[src/rtl/priority_encoder.sv]
`default_nettype none
// ============================================================================
//  Module   : priority_encoder
//  Purpose  : Highest-index-wins priority encoder with a registered result.
//             Reports the index of the most-significant set bit of the
//             request vector one clock after it is sampled. A valid flag
//             separates "no request" from "request 0".
//  Ports    : clk    - single clock, rising-edge
//             rst    - asynchronous, active-high reset
//             in     - request vector [WIDTH-1:0], bit i = request i
//             out    - registered index of the highest set bit [OUT_W-1:0]
//             valid  - registered, 1 when the sampled vector was non-zero
//             onehot - registered one-hot of out [WIDTH-1:0]
//                      (present only when PRIO_ENC_ONEHOT_EN is defined)
//  Options  : `define PRIO_ENC_ONEHOT_EN to add the onehot output.
//  Revision : 1.0 - initial release
// ============================================================================
module priority_encoder #(
  parameter int WIDTH = 8
) (
  input  logic                      clk,
  input  logic                      rst,
  input  logic [WIDTH-1:0]          in,
  output logic [$clog2(WIDTH)-1:0]  out,
`ifdef PRIO_ENC_ONEHOT_EN
  output logic [WIDTH-1:0]          onehot,
`endif
  output logic                      valid
);

  localparam int OUT_W = $clog2(WIDTH);

  logic [OUT_W-1:0] w_idx;
  logic             w_any;
  logic [OUT_W-1:0] r_out;
  logic             r_valid;

  // Ascending scan where each later hit overwrites the earlier one; the
  // final value is therefore the highest set index, which is the same
  // result as a top-down search. The index can never exceed WIDTH-1,
  // even when WIDTH is not a power of two.
  always_comb begin
    w_idx = '0;
    w_any = 1'b0;
    for (int i = 0; i < WIDTH; i++) begin
      if (in[i]) begin
        w_idx = OUT_W'(i);
        w_any = 1'b1;
      end
    end
  end

  always_ff @(posedge clk or posedge rst) begin
    if (rst) begin
      r_out   <= '0;
      r_valid <= 1'b0;
    end else begin
      r_out   <= w_idx;
      r_valid <= w_any;
    end
  end

  assign out   = r_out;
  assign valid = r_valid;

`ifdef PRIO_ENC_ONEHOT_EN
  logic [WIDTH-1:0] w_onehot;
  logic [WIDTH-1:0] r_onehot;

  // Same overwrite scan: only the highest set bit survives, and an
  // all-zero request leaves the vector all zeros.
  always_comb begin
    w_onehot = '0;
    for (int i = 0; i < WIDTH; i++) begin
      if (in[i]) begin
        w_onehot    = '0;
        w_onehot[i] = 1'b1;
      end
    end
  end

  always_ff @(posedge clk or posedge rst) begin
    if (rst) begin
      r_onehot <= '0;
    end else begin
      r_onehot <= w_onehot;
    end
  end

  assign onehot = r_onehot;
`endif

endmodule
`default_nettype wire

[config.mk]
export PLATFORM = sky130hd
export DESIGN_NAME = priority_encoder
export DESIGN_NICKNAME = d
export VERILOG_FILES = /design/src/rtl/priority_encoder.sv
export SDC_FILE = /design/constraint.sdc
export NUM_CORES = 1
export LEC_CHECK = 0
export ABC_AREA = 1
export CAP_MARGIN = 10
export CORE_AREA = 2 2 39 41
export DETAILED_ROUTE_END_ITERATION = 6
export DIE_AREA = 0 0 41 43
export MAX_ROUTING_LAYER = met4
export PLACE_DENSITY = 0.37
export SYNTH_ARGS = -nofsm -noshare
export SYNTH_HDL_FRONTEND = slang
export SYNTH_SLANG_ARGS = --single-unit
[constraint.sdc]
create_clock -name clk -period 0.8 [get_ports clk]
set_clock_uncertainty 0.2 [all_clocks]
set_input_delay 0.16 -clock clk [delete_from_list [all_inputs] [get_ports clk]]
set_output_delay 0.16 -clock clk [all_outputs]
set_load 0.02 [all_outputs]
Word-level counts from Yosys, hierarchy flattened
Index checks and enable logic that the tools add are counted.
- flip-flop bits (word level): 4
- output and inout port bits: 4
- logic and storage cells: 17
- multiplexer cells: 15
- operators by type and width (cell ; count):
    $mux 3 ; 6
    $mux 1 ; 9

Depth between registers and ports, before layout
- word-level depth: 8
- depth in mapped cells: 7

Worst setup path after synthesis
Ideal clock, no wire load.
- path type: input-to-reg
- start: input in[3]
- end: register r_valid, in the netlist valid
- setup time: 0.130 ns
- arrival time: 0.453 ns
- required time: 0.470 ns
- setup slack: 0.017 ns
- stages on the path: 4
- path buffers: 0
- cell sequence: inv_1 -> nand2_1 -> nor3_1 -> nand3_1
- word-level cells in the longest chain between the ends: 5
- RTL lines (what ; RTL line ; RTL):
    from (decl) ; 23 ; input logic [WIDTH-1:0] in,
    $mux 1 (5 in series) ; 46 ; if (in[i]) begin
    net w_any ; 34 ; logic w_any;
    to (signal assigned) ; 59 ; r_valid <= w_any;
    to (decl) ; 36 ; logic r_valid;
The timed path passes the listed nets, and every way through them passes these cells.

Worst setup path after layout
- start: register r_out[0], in the netlist out[0]
- end: output out[0]
- RTL lines (what ; RTL line ; RTL):
    from (decl) ; 35 ; logic [OUT_W-1:0] r_out;
    from (signal assigned) ; 58 ; r_out <= w_idx;
    to (decl) ; 24 ; output logic [$clog2(WIDTH)-1:0] out,
No word-level cell between the ends.

==> metrics.md <==
| Metric | Value |
|---|---|
| Pwr Total | 0.551 mW |
| Worst-path maximum fanout | 1 |
| Critical Path Max Stage Delay | 360 ps |
| Global-route wire length before repair | 662 um |
| DRT Pass-1 Iters | 2 |
| Unrepaired setup endpoints after global routing | yes |
| Antenna violations before repair | 0 |
| Placeable Area | 1380 um2 |
| Number of vias per cell after detailed routing | 3.25 |
| CTS Buffer Depth | 2 |
| Post-synthesis average cell area | 7.26 um2 |
| Number of rows created at floorplan | 14 |
| Setup WS post-layout | -281 ps |
| Crit path buffers/inverters | 1 |
| Total setup buffers inserted after CTS | 0 |
| Half-perimeter wire length after detailed placement | 313 um |
| Kind of launch point of the worst setup path | flip-flop |
| Number of buffers created by CTS | 3 |
| Clock H-tree levels | 1 |
| Critical path start-end classification | flip-flop to primary output |
| Data required time of the critical path | 440 ps |
| Endpoint kind of the worst setup timing path | primary output |
| Fmax | 925 MHz |
| Share of layout cells above drive strength 1 | 36.6% |
| Family of cells with the greatest summed delay on the critical path | flip-flops |
| Post-layout nets | 53 |
| Post-synthesis instance total | 25 |
| CTS tree | yes |
| Pin count of the biggest net entering global routing | 5 |
| Final Hold Slack | -85.6 ps |
| Measured slew at the worst slew-check pin | 142 ps |
| Post-layout min period | 1080 ps |
| Power density normalized to cell area | 1550 nW/um2 |
| Crit share post-route | 135% |
| TNS Setup | -1120 ps |
| Buffers added on ports | 13 |
| Number of max-cap violations | 0 |
| Worst voltage drop across the vdd grid | 0.270 mV |
| Slew Limit Fails | 0 |
| Full die area | 1760 um2 |
| Count of inserted antenna diode cells | 0 |
| DRC violation count after routing | 0 |
| Post-detailed-routing wire length | 383 um |
| Violated checks | negative hold slack, negative setup slack |
| Net Count, Synth | 35 |
| Area after DPL | 332 um2 |
| Root buffer cell | sky130_fd_sc_hd__clkbuf_4 |
| Count of endpoints failing setup in the final report | 4 |
| Layout filler cell count | 161 |
| Number of global-route vias before repair | 176 |
| Warnings, synthesis | 0 |
| Register bit count reported by yosys | 4 |
| Grt ovf | 0 |
| Minimum setup slack after placement | -470 ps |
| Detailed-route wire length per cell | 6.72 um |
| Classification of the worst-slack hold path | input port to asynchronous set/reset pin |
| Area delta synth->final | 95.9% |
| Die width | 41 um |
| Hold violation count in the final report | 5 |
| Post-route cell area | 355 um2 |
| Netlist area before placement | 181 um2 |
| Cell type with the largest total area after synthesis | sky130_fd_sc_hd__dfrtp_1 |
| Post-synthesis cell type count | 6 |
| Slew HR | 90.5% |
| Cell-by-cell listing of the critical path | buf_6 |
| Static leakage power | 0.183 nW |
| Data arrival, critical path | 720 ps |
| I/O pin cnt | 14 |
| Post-route ant nets | 0 |
| Iteration-0 DRC Markers | 1 |
| Initial standard-cell utilization of the core | 13.1% |
| Clock-pin transition on the worst setup and hold timing paths | 40 ps |
| Via count | 185 |
| Final weighted congestion in routability-driven placement | 0.699 |
| Share of the synthesized area in the top cell type | 55.2% |
| Tot GR Track Use | 6.28% |
| Sequential element share of the synthesized area | 55.2% |
| Most area-consuming cells after synthesis | sky130_fd_sc_hd__dfrtp_1, sky130_fd_sc_hd__nand2_1, sky130_fd_sc_hd__inv_1 |
| Slowest stage cell, crit path | sky130_fd_sc_hd__dfrtp_1 |
| Chip height | 43 um |
| TritonCTS Sinks | 4 |
| Share of the core filled with cells | 25.7% |
| Status | complete, but fails checks |
worst max path at each step:
stage,to,cells past startpoint,startpoint
floorplan,valid,4,in[3]
global placement,out[0],8,in[2]
detailed placement,out[0],8,in[2]
CTS,out[0],1,out[0]
global route,out[0],1,out[0]
finish,out[0],1,out[0]
sequential cells by signal, summed over array words and instances (netlist names):
name / count
out: 3
valid: 1
timing repair:
| action | in CTS | in global routing |
|---|---|---|
| gates resized for setup | 38 | 5 |
| endpoints found under the setup margin | 8 | 7 |
| hold endpoints to repair | 4 | 5 |
| pin swaps | 8 | 5 |
power breakdown:
group          switching (mW)  leakage (nW)  internal [mW]
clock network          0.0750        0.0138          0.167
logic                  0.0450         0.131         0.0494
registers             0.00320        0.0387          0.211
layer usage:
| layer | track usage, % | wire length (um) | vias to the layer above |
|---|---|---|---|
| li1 | - | - | 102 |
| met1 | 7.42 | 135 | 74 |
| met2 | 6.25 | 198 | 9 |
| met3 | 1.57 | 49 | 0 |
| met4 | 10.0 | 0 | 0 |
| met5 | - | 0 | - |
through the flow:
step                hold slack [ps]  cells
finish                        -85.6     57
global route                  -67.4     57
CTS                           -87.8     57
detailed placement              155     54
global placement                151     54
floorplan                      -274     25
placed cells by master (no fill, tap or decap):
| cell | synthesis | final |
|---|---|---|
| sky130_fd_sc_hd__buf_6 | 0 | 4 |
| sky130_fd_sc_hd__clkbuf_2 | 0 | 2 |
| sky130_fd_sc_hd__clkbuf_4 | 0 | 3 |
| sky130_fd_sc_hd__clkdlybuf4s15_1 | 0 | 1 |
| sky130_fd_sc_hd__clkdlybuf4s50_1 | 0 | 1 |
| sky130_fd_sc_hd__dfrtp_1 | 4 | 4 |
| sky130_fd_sc_hd__dlygate4sd2_1 | 0 | 5 |
| sky130_fd_sc_hd__inv_1 | 7 | 5 |
| sky130_fd_sc_hd__inv_2 | 0 | 2 |
| sky130_fd_sc_hd__nand2_1 | 10 | 9 |
| sky130_fd_sc_hd__nand2_2 | 0 | 1 |
| sky130_fd_sc_hd__nand3_1 | 1 | 1 |
| sky130_fd_sc_hd__nor2_2 | 0 | 2 |
| sky130_fd_sc_hd__nor3_2 | 0 | 1 |
synth_stat cells:
library cell	count
sky130_fd_sc_hd__dfrtp_1	4
sky130_fd_sc_hd__inv_1	7
sky130_fd_sc_hd__nand2_1	10
sky130_fd_sc_hd__nand3_1	1
sky130_fd_sc_hd__nor2_1	2
sky130_fd_sc_hd__nor3_1	1
area by class of cell:
cell class | instances | area (um2) | area share [%]
clock buffer | 3 | 22.5 | 6.34
timing repair buffer | 13 | 119 | 33.5
inverter | 7 | 26.3 | 7.39
tap | 16 | 20.0 | 5.63
multi-input combinational | 14 | 67.6 | 19.0
sequential | 4 | 100 | 28.2
logic make-up after synthesis:
| logic type | count (synthesis) | synth area share (%) |
|---|---|---|
| AND/OR/NAND/NOR | 14 | 30.3 |
| buffers and inverters | 7 | 14.5 |
| flip-flops | 4 | 55.2 |
No activity file was read; power rests on OpenSTA's default activity.
